**src/rtl/pipe_stage_tracker_pkg.sv**
```systemverilog
// Shared types for the s2/s3 stage tracker: stage records,
// the bubble constant and the operand forwarding encodings.
package pipe_stage_tracker_pkg;

  typedef struct packed {
    logic       valid;
    logic       reg_we;
    logic       mem_rr;
    logic       mem_we;
    logic [4:0] rd;
  } stage_t;

  localparam stage_t BUBBLE = '{
    valid:  1'b0,
    reg_we: 1'b0,
    mem_rr: 1'b0,
    mem_we: 1'b0,
    rd:     5'd0
  };

  localparam logic [1:0] FWD_RF  = 2'b00;
  localparam logic [1:0] FWD_S2  = 2'b01;
  localparam logic [1:0] FWD_S3  = 2'b10;
  localparam logic [1:0] FWD_HAZ = 2'b11;

  // Flags gated by valid; a write to x0 is reported as no write.
  function automatic stage_t stage_view(input stage_t s);
    stage_t v;
    v        = s;
    v.reg_we = s.valid & s.reg_we & (s.rd != 5'd0);
    v.mem_rr = s.valid & s.mem_rr;
    v.mem_we = s.valid & s.mem_we;
    return v;
  endfunction

  function automatic stage_t decode_entry(
    input logic       reg_we,
    input logic       mem_rr,
    input logic       mem_we,
    input logic [4:0] rd
  );
    stage_t e;
    e.valid  = 1'b1;
    e.reg_we = reg_we;
    e.mem_rr = mem_rr;
    e.mem_we = mem_we;
    e.rd     = rd;
    return e;
  endfunction

endpackage

```
**src/rtl/pipe_stage_tracker_fwd_select.sv**
```systemverilog
// Forwarding source select for one decode source operand.
// Expects stage records already normalised by stage_view.
module fwd_select
  import pipe_stage_tracker_pkg::*;
(
  input  logic [4:0] i_rs,
  input  stage_t     i_s2,
  input  stage_t     i_s3,
  output logic [1:0] o_sel
);

  logic w_rs_nz;
  logic w_s2_hit;
  logic w_s3_hit;
  logic w_unused;

  assign w_rs_nz  = (i_rs != 5'd0);
  assign w_s2_hit = w_rs_nz & i_s2.valid
                  & i_s2.reg_we & (i_s2.rd == i_rs);
  assign w_s3_hit = w_rs_nz & i_s3.valid
                  & i_s3.reg_we & (i_s3.rd == i_rs);
  assign w_unused = ^{i_s2.mem_we, i_s3.mem_rr,
                      i_s3.mem_we};

  // Youngest producer wins; a load in s2 cannot be forwarded yet.
  always_comb begin
    o_sel = FWD_RF;
    if (w_s2_hit) begin
      o_sel = i_s2.mem_rr ? FWD_HAZ : FWD_S2;
    end else if (w_s3_hit) begin
      o_sel = FWD_S3;
    end
  end

endmodule

```
**src/rtl/pipe_stage_tracker.sv**
```systemverilog
// Tracks the execute (s2) and memory/writeback (s3) stages and
// produces hazard status, forwarding selects, writeback and instret.
module pipe_stage_tracker
  import pipe_stage_tracker_pkg::*;
#(
  parameter int CNT_W = 32
) (
  input  logic             clk,
  input  logic             rst,
  input  logic             stall,
  input  logic             flush,
  input  logic             d_valid,
  input  logic             read_bubble,
  input  logic             d_reg_we,
  input  logic             d_mem_we,
  input  logic             d_mem_rr,
  input  logic [4:0]       d_rd,
  input  logic [4:0]       d_rs1,
  input  logic [4:0]       d_rs2,
  output logic             s2_valid,
  output logic             s2_reg_we,
  output logic             s2_mem_rr,
  output logic             s2_mem_we,
  output logic [4:0]       s2_rd,
  output logic             s3_valid,
  output logic             s3_reg_we,
  output logic             s3_mem_rr,
  output logic [4:0]       s3_rd,
  output logic [1:0]       fwd_a_sel,
  output logic [1:0]       fwd_b_sel,
  output logic             wb_we,
  output logic [4:0]       wb_rd,
  output logic [CNT_W-1:0] instret
);

  stage_t           r_s2;
  stage_t           r_s3;
  logic [CNT_W-1:0] r_instret;

  stage_t w_s2_next;
  stage_t w_s2_view;
  stage_t w_s3_view;
  logic   w_squash;
  logic   w_retire;

  assign w_squash = flush | read_bubble | ~d_valid;
  assign w_retire = r_s3.valid & ~stall;

  always_comb begin
    w_s2_next = BUBBLE;
    if (!w_squash) begin
      w_s2_next = decode_entry(d_reg_we, d_mem_rr,
                               d_mem_we, d_rd);
    end
  end

  always_ff @(posedge clk or posedge rst) begin
    if (rst) begin
      r_s2 <= BUBBLE;
      r_s3 <= BUBBLE;
    end else if (!stall) begin
      r_s2 <= w_s2_next;
      r_s3 <= r_s2;
    end
  end

  // Free-running count; wraps without saturation.
  always_ff @(posedge clk or posedge rst) begin
    if (rst) begin
      r_instret <= '0;
    end else if (w_retire) begin
      r_instret <= r_instret + 1'b1;
    end
  end

  assign w_s2_view = stage_view(r_s2);
  assign w_s3_view = stage_view(r_s3);

  assign s2_valid  = w_s2_view.valid;
  assign s2_reg_we = w_s2_view.reg_we;
  assign s2_mem_rr = w_s2_view.mem_rr;
  assign s2_mem_we = w_s2_view.mem_we;
  assign s2_rd     = w_s2_view.rd;

  assign s3_valid  = w_s3_view.valid;
  assign s3_reg_we = w_s3_view.reg_we;
  assign s3_mem_rr = w_s3_view.mem_rr;
  assign s3_rd     = w_s3_view.rd;

  // Held off during stall so each retirement writes exactly once.
  assign wb_we   = w_s3_view.reg_we & ~stall;
  assign wb_rd   = r_s3.rd;
  assign instret = r_instret;

  fwd_select u_fwd_a (
    .i_rs  (d_rs1),
    .i_s2  (w_s2_view),
    .i_s3  (w_s3_view),
    .o_sel (fwd_a_sel)
  );

  fwd_select u_fwd_b (
    .i_rs  (d_rs2),
    .i_s2  (w_s2_view),
    .i_s3  (w_s3_view),
    .o_sel (fwd_b_sel)
  );

endmodule

```
**config.mk**
```make
export PLATFORM = sky130hd
export DESIGN_NAME = pipe_stage_tracker
export DESIGN_NICKNAME = d
export VERILOG_FILES = /design/src/rtl/pipe_stage_tracker_pkg.sv /design/src/rtl/pipe_stage_tracker_fwd_select.sv /design/src/rtl/pipe_stage_tracker.sv
export SDC_FILE = /design/constraint.sdc
export NUM_CORES = 1
export LEC_CHECK = 0
export ABC_AREA = 1
export CAP_MARGIN = 40
export CORE_MARGIN = 1.5
export CORE_UTILIZATION = 50
export CTS_CLUSTER_DIAMETER = 100
export CTS_CLUSTER_SIZE = 28
export DETAILED_ROUTE_END_ITERATION = 6
export PLACE_DENSITY = 0.88
export SLEW_MARGIN = 0
export SYNTH_ARGS = -nofsm -noshare
export SYNTH_HDL_FRONTEND = slang
export SYNTH_HIERARCHICAL = 1
export SYNTH_SLANG_ARGS = --single-unit
```
**constraint.sdc**
```tcl
create_clock -name clk -period 2.29 [get_ports clk]
set_clock_uncertainty 0.15 [all_clocks]
set_input_delay 0.3435 -clock clk [delete_from_list [all_inputs] [get_ports clk]]
set_output_delay 0.3435 -clock clk [all_outputs]
set_load 0.01 [all_outputs]
```
==> metrics.json <==
{
  "layout_worst_path_cycle_share": {"value": 0.980},
  "core": {"value": 6310, "unit": "um2"},
  "chipWidth": {"value": 83.6, "unit": "um"},
  "max_capacitance_violation_total": {"value": 0},
  "synthesis.area_per_instance": {"value": 7.18, "unit": "um2"},
  "post_route_cells_drive_above_1_share": {"value": 0.165},
  "cp_endpoint_kind": {"value": "primary output"},
  "antenna_cells": {"value": 0},
  "worst_pin_slew": {"value": 0.367, "unit": "ns"},
  "syn_nets": {"value": 477},
  "grtUsageTotal": {"value": 0.235},
  "arrival": {"value": 1.75, "unit": "ns"},
  "drt_wl_total": {"value": 7910, "unit": "um"},
  "setup_viol": {"value": 0},
  "wire_length_of_the_first_global_routing_pass": {"value": 13500, "unit": "um"},
  "postRouteAntennaNets": {"value": 0},
  "powerDensity": {"value": 444, "unit": "nW/um2"},
  "max_freq": {"value": 446, "unit": "MHz"},
  "slew_violations": {"value": 0},
  "timing.critical_path.fanout_max": {"value": 3},
  "grt_start_max_net_pins": {"value": 50},
  "worstPathRequired": {"value": 1.80, "unit": "ns"},
  "drc": {"value": 0},
  "yosysWarnings": {"value": 6},
  "hold_buffers": {"value": 0},
  "final_net_count": {"value": 563},
  "synthesis.instances": {"value": 452},
  "setup_repair_after_global_routing_missed_its_margin": {"value": "true"},
  "clock_sink_count": {"value": 49},
  "first_global_vias": {"value": 3003},
  "slew_headroom": {"value": 0.754},
  "finalCriticalPeriod": {"value": 2.24, "unit": "ns"},
  "cts-htree-levels": {"value": 2},
  "syn_std_cell_area": {"value": 3250, "unit": "um2"},
  "criticalPathCategory": {"value": "flip-flop to primary output"},
  "dp_hpwl": {"value": 6050, "unit": "um"},
  "hold_path.class": {"value": "input pin to asynchronous set/reset pin"},
  "ctsLongestPathBuffers": {"value": 2},
  "r2r_cells": {"value": 7},
  "ir_worst_vdd": {"value": 0.284, "unit": "mV"},
  "route.vias.total": {"value": 3081},
  "initial_antenna_violation_count": {"value": 0},
  "clkLatencyLatePin": {"value": 0.31, "unit": "ns"},
  "cts_made_buffers": {"value": 5},
  "initial_core_util": {"value": 0.514},
  "report.power.total": {"value": 1.89, "unit": "mW"},
  "clk_root_buffer_cell": {"value": "clkbuf_8"},
  "worst_setup_path_start_kind": {"value": "flip-flop"},
  "grt_overflow": {"value": 0},
  "vias_per_cell": {"value": 5.00},
  "most-common-layout-cells": {"value": "nand2_1, clkdlybuf4s50_1, inv_1, dfrtp_1, nor2_1"},
  "routabilityCongestion": {"value": 0.899},
  "leakagePower": {"value": 2.11, "unit": "nW"},
  "routedWlPerCell": {"value": 12.8, "unit": "um"},
  "report.final.hold_viol_count": {"value": 0},
  "fp.dieH": {"value": 83.6, "unit": "um"},
  "clock_tree_from_tritoncts": {"value": "yes"},
  "cts.clk_slew.worst_paths": {"value": 0.09, "unit": "ns"},
  "buffer_ports.inserted": {"value": 82},
  "drt-initial-drc-count": {"value": 174},
  "syn2layout_area_growth": {"value": 30.9, "unit": "%"},
  "rows": {"value": 29},
  "mostFrequentLayoutCell": {"value": "nand2_1"},
  "io_pins": {"value": 83},
  "status": {"value": "finished clean"},
  "design.die.area": {"value": 6990, "unit": "um2"},
  "drt_pass_1_iters": {"value": 4},
  "final_core_util": {"value": 0.673}
}
[through the flow]
stage	hold WS, ns	instances	setup WS [ns]	setup TNS, ns	instance area [um2]
2_1_floorplan	0.303	452	0.449	0	3250
3_3_place_gp	0.318	607	-0.125	-0.323	4160
3_5_place_dp	0.326	607	-0.148	-0.412	4160
4_1_cts	0.243	616	0.00436	0	4260
5_1_grt	0.281	616	-0.0888	-0.160	4250
6_report	0.227	616	0.0461	0	4250
[sequential cells by signal, indices dropped and copies added (netlist names)]
name and cells:
instret 32, s2_rd 5, s3_rd 5, r_s2 3
r_s3 2, s2_valid 1, s3_valid 1
[routing by layer]
metal  share of wire  track usage
met5               0            0
met4           0.024       0.0805
met3           0.053       0.0346
met2            0.49        0.411
met1            0.43        0.295
[area by class of cell]
type                       count  area (um2)
tap                           77        96.3
timing repair buffer          99         941
clock buffer                   7        96.3
inverter                      81         309
clock inverter                 1        5.00
multi-input combinational    302        1580
fill                         532        2060
sequential                    49        1230
[power breakdown]
part / internal [mW] / total [mW] / switching, mW / leakage (nW)
Combinational: 0.192 / 0.377 / 0.184 / 1.39
Sequential: 0.909 / 0.963 / 0.0542 / 0.665
Clock: 0.273 / 0.548 / 0.275 / 0.0542
Total: 1.37 / 1.89 / 0.514 / 2.11
[final timing paths]
path                                   startpoint                      end  slack (ns)
hold reg to reg               r_s3[7]$_DFFE_PP0N_      r_s3[7]$_DFFE_PP0N_        0.35
min in group clk              r_s3[7]$_DFFE_PP0N_      r_s3[7]$_DFFE_PP0N_        0.35
max in group asynchronous                     rst  instret[18]$_DFFE_PP0P_        1.53
hold / removal                                rst   instret[4]$_DFFE_PP0P_        0.23
setup reg to reg           instret[0]$_DFFE_PP0P_  instret[22]$_DFFE_PP0P_        0.64
setup / recovery             s2_rd[1]$_DFFE_PP0N_             fwd_a_sel[1]        0.05
[repair_timing]
action	CTS	global route
setup buffers	1	0
pin swaps	8	4
gates resized for setup	15	5
endpoints found under the setup margin	4	4
cloned	0	0
[critical path, stage by stage (launching register included)]
cell and delay (ns):
dfrtp_1 0.38, inv_2 0.05, nand4_1 0.09, o211ai_1 0.10, inv_1 0.12, nand2_2 0.07
a21oi_2 0.09, nand2_1 0.07, nor2_2 0.12, nand2_1 0.09, nand2_1 0.06, nand2_1 0.05
inv_1 0.04, buf_2 0.11
Power figures use the tool's default switching activity.
